File: src/rtl/fifo_wside_ctrl_if.sv
// Write-side bundle of the dual-clock FIFO: request/pointer inputs from the producer
// and read domain, status and RAM-control outputs back from the write-side controller.
interface fifo_wside_ctrl_if #(
   parameter int ASIZE = 4
);
   // winc is a request with no ready of its own: a write commits on the wclk edge where
   // wen (= winc & ~wfull) is high; a request seen while wfull is high is dropped and flagged.
   logic             winc;
   logic [ASIZE:0]   rptr;
   logic [ASIZE:0]   afull_thresh;
   logic             clr_err;
   logic [ASIZE:0]   wptr;
   logic [ASIZE-1:0] waddr;
   logic             wen;
   logic             wfull;
   logic             walmost_full;
   logic [ASIZE:0]   wlevel;
   logic             gray_err;
   logic             wovf;

   modport master (
      output winc, rptr, afull_thresh, clr_err,
      input  wptr, waddr, wen, wfull, walmost_full, wlevel, gray_err, wovf
   );

   modport slave (
      input  winc, rptr, afull_thresh, clr_err,
      output wptr, waddr, wen, wfull, walmost_full, wlevel, gray_err, wovf
   );
endinterface

File: src/rtl/fifo_wside_ctrl.sv
// Write-side controller of the dual-clock FIFO: read-pointer synchroniser, write pointer,
// full / almost-full / level generation, plus sticky Gray-integrity and overflow debug flags.
module fifo_wside_ctrl #(
   parameter int ASIZE       = 4,
   parameter int SYNC_STAGES = 2,
   parameter int CHECK_GRAY  = 1
) (
   input logic              wclk,
   input logic              wrst_n,
   fifo_wside_ctrl_if.slave bus
);
   localparam logic [ASIZE:0] ONE = {{ASIZE{1'b0}}, 1'b1};

   logic [ASIZE:0] r_sync [SYNC_STAGES];
   logic [ASIZE:0] r_wbin;
   logic [ASIZE:0] r_wptr;
   logic           r_wfull;
   logic           r_walmost_full;
   logic [ASIZE:0] r_wlevel;
   logic [ASIZE:0] r_prev_rptr;
   logic           r_gray_err;
   logic           r_wovf;

   logic [ASIZE:0] w_wq_rptr;
   logic [ASIZE:0] w_wq_rbin;
   logic           w_wen;
   logic [ASIZE:0] w_wbin_next;
   logic [ASIZE:0] w_wgray_next;
   logic           w_full_next;
   logic [ASIZE:0] w_level_next;
   logic           w_afull_next;
   logic [ASIZE:0] w_gdiff;
   logic           w_gray_evt;
   logic           w_ovf_evt;

   // Plain flop chain into wclk; nothing may sit between stages.
   always_ff @(posedge wclk or negedge wrst_n) begin
      if (!wrst_n) begin
         for (int i = 0; i < SYNC_STAGES; i++) r_sync[i] <= '0;
      end else begin
         r_sync[0] <= bus.rptr;
         for (int i = 1; i < SYNC_STAGES; i++) r_sync[i] <= r_sync[i-1];
      end
   end

   assign w_wq_rptr = r_sync[SYNC_STAGES-1];

   // Binary bit i is the parity of all Gray bits from i up to the MSB.
   always_comb begin
      w_wq_rbin = '0;
      for (int i = 0; i <= ASIZE; i++) w_wq_rbin[i] = ^(w_wq_rptr >> i);
   end

   assign w_wen        = bus.winc & ~r_wfull;
   assign w_wbin_next  = r_wbin + {{ASIZE{1'b0}}, w_wen};
   assign w_wgray_next = (w_wbin_next >> 1) ^ w_wbin_next;
   assign w_full_next  = (w_wgray_next == {~w_wq_rptr[ASIZE:ASIZE-1], w_wq_rptr[ASIZE-2:0]});
   assign w_level_next = w_wbin_next - w_wq_rbin;
   assign w_afull_next = (w_level_next >= bus.afull_thresh);
   assign w_ovf_evt    = bus.winc & r_wfull;

   // More than one bit set in the sample-to-sample difference means a non-Gray step.
   assign w_gdiff    = w_wq_rptr ^ r_prev_rptr;
   assign w_gray_evt = (CHECK_GRAY != 0) && (|(w_gdiff & (w_gdiff - ONE)));

   always_ff @(posedge wclk or negedge wrst_n) begin
      if (!wrst_n) begin
         r_wbin         <= '0;
         r_wptr         <= '0;
         r_wfull        <= 1'b0;
         r_walmost_full <= 1'b0;
         r_wlevel       <= '0;
         r_prev_rptr    <= '0;
         r_gray_err     <= 1'b0;
         r_wovf         <= 1'b0;
      end else begin
         r_wbin         <= w_wbin_next;
         r_wptr         <= w_wgray_next;
         r_wfull        <= w_full_next;
         r_walmost_full <= w_afull_next;
         r_wlevel       <= w_level_next;
         r_prev_rptr    <= w_wq_rptr;
         // A fresh error event outranks a clear arriving on the same edge.
         if (w_gray_evt)       r_gray_err <= 1'b1;
         else if (bus.clr_err) r_gray_err <= 1'b0;
         if (w_ovf_evt)        r_wovf     <= 1'b1;
         else if (bus.clr_err) r_wovf     <= 1'b0;
      end
   end

   assign bus.wptr         = r_wptr;
   assign bus.waddr        = r_wbin[ASIZE-1:0];
   assign bus.wen          = w_wen;
   assign bus.wfull        = r_wfull;
   assign bus.walmost_full = r_walmost_full;
   assign bus.wlevel       = r_wlevel;
   assign bus.gray_err     = r_gray_err;
   assign bus.wovf         = r_wovf;
endmodule

File: src/flat_wrapper.sv
// flat-port wrapper written by rule: the top's interface ports become plain ports
module fifo_wside_ctrl_flat 
#(
   parameter int ASIZE       = 4,
   parameter int SYNC_STAGES = 2,
   parameter int CHECK_GRAY  = 1
)
  (wclk, wrst_n, bus_winc, bus_rptr, bus_afull_thresh, bus_clr_err, bus_wptr, bus_waddr, bus_wen, bus_wfull, bus_walmost_full, bus_wlevel, bus_gray_err, bus_wovf);
  fifo_wside_ctrl_if #(.ASIZE(ASIZE)) bus_i ();
  input logic wclk;
  input logic wrst_n;
  input wire logic [$bits(bus_i.winc)-1:0] bus_winc;
  input wire logic [$bits(bus_i.rptr)-1:0] bus_rptr;
  input wire logic [$bits(bus_i.afull_thresh)-1:0] bus_afull_thresh;
  input wire logic [$bits(bus_i.clr_err)-1:0] bus_clr_err;
  output wire logic [$bits(bus_i.wptr)-1:0] bus_wptr;
  output wire logic [$bits(bus_i.waddr)-1:0] bus_waddr;
  output wire logic [$bits(bus_i.wen)-1:0] bus_wen;
  output wire logic [$bits(bus_i.wfull)-1:0] bus_wfull;
  output wire logic [$bits(bus_i.walmost_full)-1:0] bus_walmost_full;
  output wire logic [$bits(bus_i.wlevel)-1:0] bus_wlevel;
  output wire logic [$bits(bus_i.gray_err)-1:0] bus_gray_err;
  output wire logic [$bits(bus_i.wovf)-1:0] bus_wovf;
  assign bus_i.winc = bus_winc;
  assign bus_i.rptr = bus_rptr;
  assign bus_i.afull_thresh = bus_afull_thresh;
  assign bus_i.clr_err = bus_clr_err;
  assign bus_wptr = bus_i.wptr;
  assign bus_waddr = bus_i.waddr;
  assign bus_wen = bus_i.wen;
  assign bus_wfull = bus_i.wfull;
  assign bus_walmost_full = bus_i.walmost_full;
  assign bus_wlevel = bus_i.wlevel;
  assign bus_gray_err = bus_i.gray_err;
  assign bus_wovf = bus_i.wovf;
  fifo_wside_ctrl #(.ASIZE(ASIZE), .SYNC_STAGES(SYNC_STAGES), .CHECK_GRAY(CHECK_GRAY)) u_core (.wclk(wclk), .wrst_n(wrst_n), .bus(bus_i));
endmodule
File: config.mk
export PLATFORM = sky130hd
export DESIGN_NAME = fifo_wside_ctrl_flat
export DESIGN_NICKNAME = d
export VERILOG_FILES = /design/src/rtl/fifo_wside_ctrl_if.sv /design/src/rtl/fifo_wside_ctrl.sv /design/src/flat_wrapper.sv
export SDC_FILE = /design/constraint.sdc
export NUM_CORES = 1
export LEC_CHECK = 0
export ABC_AREA = 1
export BUFFER_PORTS_ARGS = -buffer_cell sky130_fd_sc_hd__buf_4
export CAP_MARGIN = 20
export CORE_MARGIN = 1
export CORE_UTILIZATION = 45
export CTS_CLUSTER_SIZE = 25
export DETAILED_ROUTE_END_ITERATION = 8
export PLACE_DENSITY_LB_ADDON = 0.1
export SYNTH_ARGS = -nofsm -noshare
export SYNTH_HDL_FRONTEND = slang
export SYNTH_SLANG_ARGS = --single-unit
File: constraint.sdc
create_clock -name wclk -period 5.5 [get_ports wclk]
set_clock_uncertainty 0.1 [all_clocks]
set_input_delay 1.375 -clock wclk [delete_from_list [all_inputs] [get_ports wclk]]
set_output_delay 1.375 -clock wclk [all_outputs]
set_load 0.02 [all_outputs]
==> metrics.txt <==
Worst Tran Pin Value=0.405 ns; number of distinct library cells after synthesis=24; DIE WIDTH=63.2 µm; GRT met2 Usage=30.1%; most frequent cells in the layout=nand2_1, dfrtp_1, buf_4; grt met1 use=19.6%; drt drc=0; ANT cells=0; hold crit path type=register to register; Clock Latency Late Sink=0.28 ns; P_leak=1.12 nW; Synth area leaders=dfrtp_1, nand2_1, ha_1; Fill cells=322; Worst path top cell family by delay=adder cells; Final GP Congestion=0.811; number of port buffers=32; area delta synth->final=23.1%; die height=63.2 µm; area of placed instances=0.00198 mm²; area leader, netlist=dfrtp_1; worst slack, placed=1.90 ns; design area=0.00207 mm²; fraction of layout cells with a size suffix above 1=28.3%; Root Driver=clkbuf_8; slowest stage delay, CP=0.35 ns; via count=1251; post-route ant nets=0; largest net degree at the start of global routing=34; Max Cap Viol=0; CP max stage cell=ha_1; achievable clock frequency=303 MHz; violation count after the first detailed-route iteration=22; post-CTS resize count=0; CTS tree=yes; critical path fanouts, max=6; Mapped Cells=179; post-layout min period=3.30 ns; sequential share of the synthesized area=49.0%; vias in the first global route=1269; syn_area_per_cell=9.42 µm²; CP Buf/Inv Count=4; Crit. End Element=register; CTS Hold Bufs=0; Nets=243; register area=826 µm²; Setup TNS Final=0 ns; Avg Vias per Cell=4.72; Final setup viols=0; Clock transition at path regs=0.07 ns; total gr overflow=0; post-DP HPWL=2.33 mm; Placed Cells=257; non-filler cells, final=265; flop2flop setup slack=2.69 ns; startpoint types=input port; yosys warns=0; Initial Util=48.6%; Max IR drop VDD=0.000262 V; critical path arrival=3.37 ns; H-tree levels=2; Most Crowded Layer GR=met2; CP cell instances=buf_4 -> nand3_4 -> inv_1 -> ha_1 -> inv_1 -> nand2_1 -> nand2_1 -> ha_1 -> a21oi_1 -> nand3b_1 -> nand2_1 -> inv_1 -> ha_1 -> a21oi_1 -> o21bai_1; drt total wl=3.00 mm; crit path kind=input port to register; initial antenna violation count=0; clk sinks=33; die area=0.00399 mm²; drt wl/cell=11.3 µm; run status=finished clean; DRT Pass-1 Iters=4; synthesized area=0.00169 mm²; max_slew headroom=73.0%; area fraction of the dominant cell type after synthesis=49.0%; met3 Use GR=5.43%; gr usage total=17.5%; CTS buffer count=5; post-synth net total=204; fin. max-slew vios=0; crit share post-route=60.0%; # Post-CTS Setup Buffers=0; RSZ-0062 raised after global routing=false; global-route wire length before repair=5.36 mm; most common cell after layout, fill and taps aside=nand2_1; power per cell area=554 mW/mm²; I/O Pins=33; WP data required=5.57 ns; setup ws final=2.20 ns; Yosys reg bits=33; final hold vios=0; area of the multi-input gates=736 µm²; CORE AREA=0.00347 mm²; Clock Path Buffers=2; Rows=21
cell type report:
type	count	share of cell area, %
clock buffers	5	3.32
inverters	33	5.97
multi-input cells	113	35.5
well taps	46	2.77
repair buffers	32	11.6
flip-flops and latches	33	39.8
clock inverters	3	1.09
cell usage after synthesis (all sizes together):
cell,n
dfrtp,33
o21bai,2
o22ai,1
ha,10
fa,1
o211ai,1
nand2,53
nand4,2
nand3b,2
nand3,19
nor2,6
a21oi,5
inv,33
xor2,7
o21ai,2
xnor2,2
metrics by stage:
step                      hold slack, ns  total power [W]  util, %
after global routing               0.260          0.00126     59.8
final                              0.251          0.00115     59.8
after detailed placement           0.237         0.000978     57.2
after floorplan                    0.231         0.000786        -
after global placement             0.231         0.000958     57.2
after CTS                          0.254          0.00116     59.8
cells by family after synthesis:
| group | synth area share (%) |
|---|---|
| AOI/OAI and AO/OA | 3.79 |
| xor gates and xnor gates | 5.79 |
| adders and majority gates | 8.61 |
| buffers and inverters | 7.35 |
| DFF | 49.0 |
| and+or+nand+nor | 25.5 |
state kept, by name, indices dropped and copies added (netlist names):
name,cells
u_core.bus.wlevel,5
u_core.r_prev_rptr,5
u_core.r_sync,5
u_core.r_wbin,5
u_core.w_wq_rptr,5
u_core.bus.wptr,4
u_core.bus.gray_err,1
u_core.bus.walmost_full,1
u_core.bus.wfull,1
u_core.bus.wovf,1
worst paths after layout:
path | from | to | cells past startpoint
min in group asynchronous | wrst_n | u_core.r_wbin[1] | 1
setup reg to reg | u_core.w_wq_rptr[3] | u_core.bus.walmost_full | 14
hold / removal | u_core.r_sync[9] | u_core.w_wq_rptr[4] | 0
hold reg to reg | u_core.r_sync[9] | u_core.w_wq_rptr[4] | 0
max in group asynchronous | wrst_n | u_core.r_wbin[2] | 1
setup / recovery | bus_winc | u_core.bus.walmost_full | 15
report_power, final:
part	internal (W)	total, W	switching [W]	leakage [nW]
Sequential	0.000311	0.000358	0.0000472	0.390
Combinational	0.000246	0.000612	0.000366	0.690
Clock	0.0000886	0.000179	0.0000904	0.0364
Total	0.000645	0.00115	0.000504	1.12
metal layers:
metal | share of wire (%) | wire length [µm]
met5 | 0 | 0
met4 | 2.0 | 60
met3 | 4.5 | 136
met2 | 49 | 1480
met1 | 44 | 1330
(Power assumes the default switching activity.)
